`config.mk`:
```
export PLATFORM = sky130hd
export DESIGN_NAME = mario_input_ctrl
export DESIGN_NICKNAME = d
export VERILOG_FILES = /design/src/rtl/mario_input_ctrl.sv
export SDC_FILE = /design/constraint.sdc
export NUM_CORES = 1
export LEC_CHECK = 0
export BUFFER_PORTS_ARGS = -buffer_cell sky130_fd_sc_hd__clkbuf_2
export CORE_MARGIN = 8
export CORE_UTILIZATION = 47
export DETAILED_ROUTE_END_ITERATION = 10
export HOLD_SLACK_MARGIN = 0.12
export PLACE_DENSITY_LB_ADDON = 0.25
export RECOVER_POWER = 100
export SLEW_MARGIN = 20
export SYNTH_ARGS = -nofsm -noshare
export SYNTH_HDL_FRONTEND = slang
export SYNTH_SLANG_ARGS = --single-unit
```
`constraint.sdc`:
```
create_clock -name Clk -period 1.5 [get_ports Clk]
set_clock_uncertainty 0.1 [all_clocks]
set_input_delay 0.375 -clock Clk [delete_from_list [all_inputs] [get_ports Clk]]
set_output_delay 0.375 -clock Clk [all_outputs]
set_load 0.005 [all_outputs]
```
`src/rtl/mario_input_ctrl.sv`:
```
// rtl/mario_input_ctrl.sv - frame-aligned key conditioning and jump FSM for Mario physics
//
// Purpose:
//   Turns the raw USB keycode into per-frame movement levels and a jump
//   control pair (one-shot start, variable-length hold) for the physics stage.
//   Also generates the frame tick from VGA vertical sync.
//
// Ports:
//   Clk        in   50 MHz clock
//   Reset_n    in   synchronous active-low reset
//   frame_vs   in   raw VGA vsync, active low (async to nothing, but resynced)
//   keycode    in   current USB keycode, 8'h00 = no key
//   grounded   in   Mario standing on a surface
//   frame_tick out  one-cycle pulse at the end of each vsync pulse
//   left       out  left key held, latched once per frame
//   right      out  right key held, latched once per frame
//   down       out  down key held, latched once per frame
//   jump_start out  one-cycle pulse when a jump begins
//   jump_hold  out  high while the jump is in its rising/hold phase
//   hold_cnt   out  frames elapsed in the current hold phase
//
// Optional feature macro: KEY_STABLE_FILTER_EN
//   When defined, a key change is only accepted after the same keycode has
//   been sampled on two consecutive frame ticks (single-frame glitch reject).

module mario_input_ctrl #(
  parameter logic [7:0] LEFT_CODE  = 8'h04,
  parameter logic [7:0] RIGHT_CODE = 8'h07,
  parameter logic [7:0] JUMP_CODE  = 8'h1A,
  parameter logic [7:0] DOWN_CODE  = 8'h16,
  parameter int         MAX_HOLD   = 12,
  parameter int         HOLD_W     = 4
) (
  input  logic              Clk,
  input  logic              Reset_n,
  input  logic              frame_vs,
  input  logic [7:0]        keycode,
  input  logic              grounded,
  output logic              frame_tick,
  output logic              left,
  output logic              right,
  output logic              down,
  output logic              jump_start,
  output logic              jump_hold,
  output logic [HOLD_W-1:0] hold_cnt
);

  localparam logic [1:0] IDLE = 2'd0;
  localparam logic [1:0] RISE = 2'd1;
  localparam logic [1:0] LOCK = 2'd2;

  localparam logic [HOLD_W-1:0] HOLD_LAST = HOLD_W'(MAX_HOLD - 1);

  // VS synchronizer (s1, s2) and edge register (s3)
  logic              vs_s1_q, vs_s1_d;
  logic              vs_s2_q, vs_s2_d;
  logic              vs_s3_q, vs_s3_d;
  logic              frame_tick_q, frame_tick_d;
  // frame_tick delayed by one cycle so the FSM sees the freshly latched key
  logic              tick_dly_q, tick_dly_d;
  logic [7:0]        key_q, key_d;
`ifdef KEY_STABLE_FILTER_EN
  logic [7:0]        key_prev_q, key_prev_d;
`endif
  logic              left_q, left_d;
  logic              right_q, right_d;
  logic              down_q, down_d;
  logic [1:0]        state_q, state_d;
  logic              jump_start_q, jump_start_d;
  logic              jump_hold_q, jump_hold_d;
  logic [HOLD_W-1:0] hold_cnt_q, hold_cnt_d;
  logic              jump_key;

  always_comb begin
    vs_s1_d = frame_vs;
    vs_s2_d = vs_s1_q;
    vs_s3_d = vs_s2_q;
    // Rising edge of synced VS = end of the vsync pulse
    frame_tick_d = vs_s2_q & ~vs_s3_q;
    tick_dly_d   = frame_tick_q;

    key_d = key_q;
`ifdef KEY_STABLE_FILTER_EN
    key_prev_d = key_prev_q;
    if (frame_tick_q) begin
      key_prev_d = keycode;
      if (keycode == key_prev_q) begin
        key_d = keycode;
      end
    end
`else
    if (frame_tick_q) begin
      key_d = keycode;
    end
`endif

    // Decoding the next key value lets the direction outputs update in the
    // same cycle as key_q, one cycle after frame_tick.
    left_d  = (key_d == LEFT_CODE);
    right_d = (key_d == RIGHT_CODE);
    down_d  = (key_d == DOWN_CODE);

    jump_key     = (key_q == JUMP_CODE);
    state_d      = state_q;
    hold_cnt_d   = hold_cnt_q;
    jump_start_d = 1'b0;

    if (tick_dly_q) begin
      case (state_q)
        IDLE: begin
          if (jump_key && grounded) begin
            state_d      = RISE;
            hold_cnt_d   = '0;
            jump_start_d = 1'b1;
          end
        end
        RISE: begin
          // grounded is deliberately ignored while rising
          if (jump_key && (hold_cnt_q < HOLD_LAST)) begin
            hold_cnt_d = hold_cnt_q + HOLD_W'(1);
          end else begin
            state_d = LOCK;
          end
        end
        LOCK: begin
          // Key must be released before another jump can start
          if (!jump_key && grounded) begin
            state_d    = IDLE;
            hold_cnt_d = '0;
          end
        end
        default: begin
          state_d    = IDLE;
          hold_cnt_d = '0;
        end
      endcase
    end

    jump_hold_d = (state_d == RISE);
  end

  always_ff @(posedge Clk) begin
    if (!Reset_n) begin
      vs_s1_q      <= 1'b1;
      vs_s2_q      <= 1'b1;
      vs_s3_q      <= 1'b1;
      frame_tick_q <= 1'b0;
      tick_dly_q   <= 1'b0;
      key_q        <= 8'h00;
`ifdef KEY_STABLE_FILTER_EN
      key_prev_q   <= 8'h00;
`endif
      left_q       <= 1'b0;
      right_q      <= 1'b0;
      down_q       <= 1'b0;
      state_q      <= IDLE;
      jump_start_q <= 1'b0;
      jump_hold_q  <= 1'b0;
      hold_cnt_q   <= '0;
    end else begin
      vs_s1_q      <= vs_s1_d;
      vs_s2_q      <= vs_s2_d;
      vs_s3_q      <= vs_s3_d;
      frame_tick_q <= frame_tick_d;
      tick_dly_q   <= tick_dly_d;
      key_q        <= key_d;
`ifdef KEY_STABLE_FILTER_EN
      key_prev_q   <= key_prev_d;
`endif
      left_q       <= left_d;
      right_q      <= right_d;
      down_q       <= down_d;
      state_q      <= state_d;
      jump_start_q <= jump_start_d;
      jump_hold_q  <= jump_hold_d;
      hold_cnt_q   <= hold_cnt_d;
    end
  end

  assign frame_tick = frame_tick_q;
  assign left       = left_q;
  assign right      = right_q;
  assign down       = down_q;
  assign jump_start = jump_start_q;
  assign jump_hold  = jump_hold_q;
  assign hold_cnt   = hold_cnt_q;

endmodule

```
==> results.json, run 1 <==
{
  "failed_checks": "negative setup slack",
  "start_util": 0.4822,
  "cts_tree": "yes",
  "crit_required_ns": 1.66,
  "grt-ovfl-total": 0,
  "syn_area_per_cell_sq_um": 9.333,
  "crit_chain": "or4_4, or2_4, nand4_1, and3_1",
  "synth-seq-cells": 24,
  "multi_input_area_sq_um": 588.1,
  "tightest_slew_ns": 0.4226,
  "wl_microns": 2402,
  "ios": 22,
  "dieHeight_microns": 62.95,
  "nFillCells": 190,
  "io_buffers": 21,
  "final_common_cell": "dfxtp_1",
  "reg2reg_to": "state_q[1]",
  "grt_pass1_vias": 958,
  "final_cells": 179,
  "grt_max_degree": 15,
  "postRouteAntennaNets": 0,
  "area_growth_pct": 35.63,
  "path_clk_slew_ns": 0.13,
  "num-nets-final": 165,
  "slowest_stage": "or4_4",
  "coreArea_sq_um": 2148,
  "max-clock-path-buffers": 2,
  "dp_hpwl_microns": 1879,
  "synth-edff-count": 0,
  "placementRows": 17,
  "hold_start": "frame_vs",
  "crit_path_max_incr_delay_ns": 0.57,
  "power_mw": 1.177,
  "worst-path-max-fanout": 5,
  "n_antenna_cell": 0,
  "cts-root-buf": "clkbuf_4",
  "antenna_found_initial": 0,
  "min_to": "vs_s1_q",
  "worst-path-buf-inv": 0,
  "hold_depth": 2,
  "critPathArrivalTime_ns": 1.79,
  "reg2reg_slack_ns": -0.13,
  "track_usage": 0.1249,
  "max_freq_ghz": 0.6127,
  "drt_iter0_drc": 28,
  "rsz0062_at_grt": "yes",
  "vias": 971,
  "ir_worst_vdd_mv": 0.5585,
  "relSlewSlack": 0.7169,
  "ys_seq_area_frac": 0.4638,
  "syn_nets": 124,
  "start_kind": "flip-flop",
  "grt_pass1_wl_microns": 4215,
  "cts-htree-levels": 1,
  "post_drt_wl_per_cell_microns": 13.42,
  "layout-drive-gt1-share": 0.3377,
  "rr_worst_depth": 4,
  "p_leak_nw": 0.5453,
  "cts_sinks": 24,
  "die_area_sq_um": 3963,
  "criticalPathCategory": "flip-flop to flip-flop",
  "clock_latency_ns": 0.31,
  "drt-pass1-iter-count": 4,
  "layout_common_cells": "21 x dfxtp_1, 16 x clkbuf_2, 11 x buf_4",
  "synth_area_leader_cell": "dfxtp_1",
  "cts_inserted_buffers": 3,
  "period_minus_slack_ns": 1.632,
  "timing.rr.start": "key_q[7]",
  "holdCritPathClass": "input pin to flip-flop",
  "avgViaCountPerCell": 5.425,
  "syn_inst": 111,
  "worst_slack_ns": -0.1321,
  "placed_cells": 174,
  "p_per_area_nw_per_um2": 837.3,
  "final-max-slew-violation-count": 0,
  "synthArstFlopShare": 0,
  "yosysTopAreaCellShare": 0.4638,
  "syn_area_sq_um": 1036,
  "status": "finished with violations",
  "finalHoldViolCount": 0,
  "synth_flop_cell": "dfxtp_1",
  "end_kind": "flip-flop",
  "setup_viol": 11,
  "synth_cell_types": 38,
  "min_period_over_period": 1.088,
  "yosysWarnings": 0,
  "max-cap-violations": 0,
  "cts_hold_buffers": 0,
  "crit_family": "simple AND/OR/NAND/NOR gates",
  "gp_congestion": 0.8571,
  "die_width_microns": 62.95,
  "register_area_sq_um": 484.2,
  "drc": 0,
  "synth_area_leaders": "dfxtp_1 46%, mux2i_1 6.8%, nor2_1 4.0%"
}
worst reg2reg max path: cells and delay by family (launching register included):
family,cells,cell delay [ns]
DFF,1,0.35
and+or+nand+nor,4,1.13
power breakdown:
part           internal, mW  total, mW  switching, mW
registers             0.644      0.648        0.00330
logic                0.0354     0.0691         0.0338
clock network         0.270      0.460          0.190
per-stage QoR:
| stage | utilization | setup slack [ns] | hold slack [ns] | cell area, sq um | TNS, ns |
|---|---|---|---|---|---|
| after floorplan | - | -0.01636 | 0.2729 | 1037 | -0.02810 |
| after global placement | 0.6022 | -0.09385 | 0.2903 | 1294 | -0.3827 |
| after detailed placement | 0.6022 | -0.1344 | 0.2972 | 1294 | -0.6732 |
| after CTS | 0.6342 | -0.1119 | 0.1301 | 1363 | -0.8065 |
| after global routing | 0.6540 | -0.1654 | 0.1346 | 1405 | -1.315 |
| final | 0.6540 | -0.1321 | 0.1392 | 1405 | -0.7461 |
worst max path at each step:
stage                        to  cells past startpoint  slack, ns        from
floorplan           hold_cnt[1]                      4      -0.02    key_q[6]
global placement           left                      5      -0.09  keycode[5]
detailed placement         left                      5      -0.13  keycode[5]
CTS                  state_q[1]                      4      -0.11    key_q[6]
global route         state_q[1]                      4      -0.17    key_q[7]
finish               state_q[1]                      4      -0.13    key_q[7]
cells by family after synthesis:
family	count (synthesis)	synth area share
compound gates	18	0.1220
simple gates	53	0.2959
buf+inv	7	0.02778
mux	8	0.07850
fa+ha+maj	1	0.01208
flops	24	0.4638
layer usage:
layer / vias up / track usage / part of all wire
li1: 482 / - / -
met1: 465 / 0.1445 / 0.45
met2: 22 / 0.2074 / 0.49
met3: 2 / 0.03763 / 0.050
met4: 0 / 0.05128 / 0.0071
met5: - / 0 / 0
state kept, by name, summed over array words and instances (netlist names):
register and flops:
down 1, frame_tick 1, hold_cnt 4, jump_hold 1, jump_start 1, key_q 8, left 1, right 1
state_q 2, tick_dly_q 1, vs_s1_q 1, vs_s2_q 1, vs_s3_q 1
synthesized netlist by cell type, drive strengths merged, types with 3 or more instances:
cell type / n
nor2: 12
inv: 3
and3: 3
nand2b: 5
nor3: 3
dfxtp: 24
o22ai: 3
nand4b: 3
o21ai: 4
a21oi: 3
nand3: 6
mux2i: 7
nand2: 6
final cells by class:
class | count | share of cell area
multi-input cells | 80 | 0.4185
well taps | 28 | 0.02493
flip-flops and latches | 24 | 0.3446
clock inverters | 1 | 0.02137
inverters | 3 | 0.008014
clock buffers | 3 | 0.01603
repair buffers | 40 | 0.1665
repair_timing:
action,in CTS,in global routing
pin swaps,0,6
gates resized for setup,4,15
setup endpoints to repair,10,11
buffers inserted,0,1
Power figures use the tool's default switching activity.
==> inputs of run 2 (changes only) <==
CELL_PAD_IN_SITES_DETAIL_PLACEMENT = 1   (was not set)
CELL_PAD_IN_SITES_GLOBAL_PLACEMENT = 2   (was not set)
CORE_UTILIZATION = 28   (was 47)
==> results.json, run 2 (synthesized netlist as in run 1, its figures left out) <==
{
  "failed_checks": "negative setup slack",
  "critPathArrivalTime_ns": 1.72,
  "finalHoldViolCount": 0,
  "crit_chain": "or4_4, or2_4, o22ai_2, a21boi_2",
  "rsz0062_at_grt": "yes",
  "coreArea_sq_um": 3606,
  "power_mw": 1.099,
  "n_antenna_cell": 0,
  "layout_common_cells": "22 x dfxtp_1, 21 x buf_4, 20 x clkbuf_2",
  "setup_viol": 8,
  "io_buffers": 21,
  "post_drt_wl_per_cell_microns": 14.24,
  "area_growth_pct": 42.03,
  "gp_congestion": 0.7724,
  "cts_hold_buffers": 0,
  "whs_ns": 0.1869,
  "p_per_area_nw_per_um2": 747.1,
  "worst-path-buf-inv": 0,
  "criticalPathCategory": "flip-flop to flip-flop",
  "avgViaCountPerCell": 4.877,
  "max-clock-path-buffers": 2,
  "vias": 990,
  "grt_pass1_vias": 1078,
  "power.switching_uw": 236.3,
  "switching_share": 0.2150,
  "postRouteAntennaNets": 0,
  "grt-ovfl-total": 0,
  "relSlewSlack": 0.7820,
  "clock_latency_ns": 0.26,
  "clock_power_share": 0.340,
  "dieHeight_microns": 76.83,
  "crit_family": "simple AND/OR/NAND/NOR gates",
  "die_width_microns": 76.83,
  "worst-path-max-fanout": 5,
  "dp_hpwl_microns": 2242,
  "crit_required_ns": 1.60,
  "regMostFlops": "key_q",
  "drt-pass1-iter-count": 2,
  "path_clk_slew_ns": 0.08,
  "pwr-share-seq": 0.587,
  "period_minus_slack_ns": 1.620,
  "multi_input_area_sq_um": 585.6,
  "antenna_found_initial": 0,
  "largest_reg_flops": 8,
  "ios": 22,
  "max-cap-violations": 0,
  "slowest_stage": "or4_4",
  "p_comb_frac": 0.073,
  "p_leak_nw": 0.6016,
  "cts_tree": "yes",
  "layout-drive-gt1-share": 0.4194,
  "register_area_sq_um": 485.5,
  "cts-root-buf": "clkbuf_8",
  "start_util": 0.2873,
  "status": "finished with violations",
  "wl_microns": 2890,
  "start_kind": "flip-flop",
  "track_usage": 0.1008,
  "holdCritPathClass": "input pin to flip-flop",
  "grt_max_degree": 13,
  "worst_slack_ns": -0.1203,
  "grt_pass1_wl_microns": 5023,
  "num-nets-final": 170,
  "end_kind": "flip-flop",
  "ir_worst_vdd_mv": 0.2573,
  "placementRows": 22,
  "final_common_cell": "dfxtp_1",
  "min_period_over_period": 1.080,
  "max_freq_ghz": 0.6172,
  "cts-htree-levels": 1,
  "final_cells": 203,
  "crit_path_max_incr_delay_ns": 0.58,
  "final-max-slew-violation-count": 0,
  "pre_cts_slack_ns": -0.1465,
  "tightest_slew_ns": 0.3242,
  "drc": 0,
  "internal_power_uw": 862.9,
  "die_area_sq_um": 5902,
  "cts_inserted_buffers": 3,
  "nFillCells": 448,
  "drt_iter0_drc": 75,
  "placed_cells": 197,
  "cts_sinks": 24
}
-- run 2: cell count changes in the layout (fill, tap and decap cells not counted), moves of 2 or more --
| cell | delta |
|---|---|
| clkbuf_8 | +3 |
| clkbuf_1 | -8 |
| dfxtp_2 | -2 |
| buf_4 | +10 |
| clkbuf_4 | -3 |
| clkbuf_2 | +4 |
-- run 2: metrics by stage --
step	util	TNS [ns]	area, sq um
finish	0.4081	-0.5696	1471
global route	0.4081	-0.9160	1471
CTS	0.3910	-0.4863	1410
detailed placement	0.3720	-0.8151	1341
global placement	0.3720	-0.4780	1341
floorplan	-	-0.02810	1037
-- run 2: layout make-up --
type                       count  share of cell area
sequential                    24              0.3299
multi-input combinational     80              0.3980
clock buffer                   3             0.02806
timing repair buffer          45              0.1956
tap                           48             0.04082
inverter                       3            0.007653
-- run 2: timing repair --
| item | CTS | global route |
|---|---|---|
| pin swaps | 6 | 6 |
| gates resized for setup | 7 | 11 |
| endpoints found under the setup margin | 9 | 9 |
| setup buffers | 0 | 3 |
-- run 2: power by group through the flow --
stage	Sequential (mW)	Clock, mW	Combinational [mW]
after floorplan	0.661	0	0.0275
after global placement	0.662	0	0.0700
after detailed placement	0.662	0	0.0721
after CTS	0.647	0.387	0.0779
after global routing	0.646	0.417	0.0874
final	0.645	0.374	0.0799
-- run 2: path summary, 6_finish.rpt --
kind	start	end	slack [ns]	depth (start not counted)
setup / recovery	key_q[5]	jump_hold	-0.12	4
hold / removal	frame_vs	vs_s1_q	0.19	2
setup reg to reg	key_q[5]	jump_hold	-0.12	4
hold reg to reg	vs_s3_q	frame_tick	0.29	1
-- run 2: layer usage --
metal,global-route usage,vias to the layer above,wire length (microns)
met4,0.02885,0,46
met1,0.1150,478,1314
met3,0.02681,4,99
li1,-,491,-
met5,0,-,0
met2,0.1784,17,1429
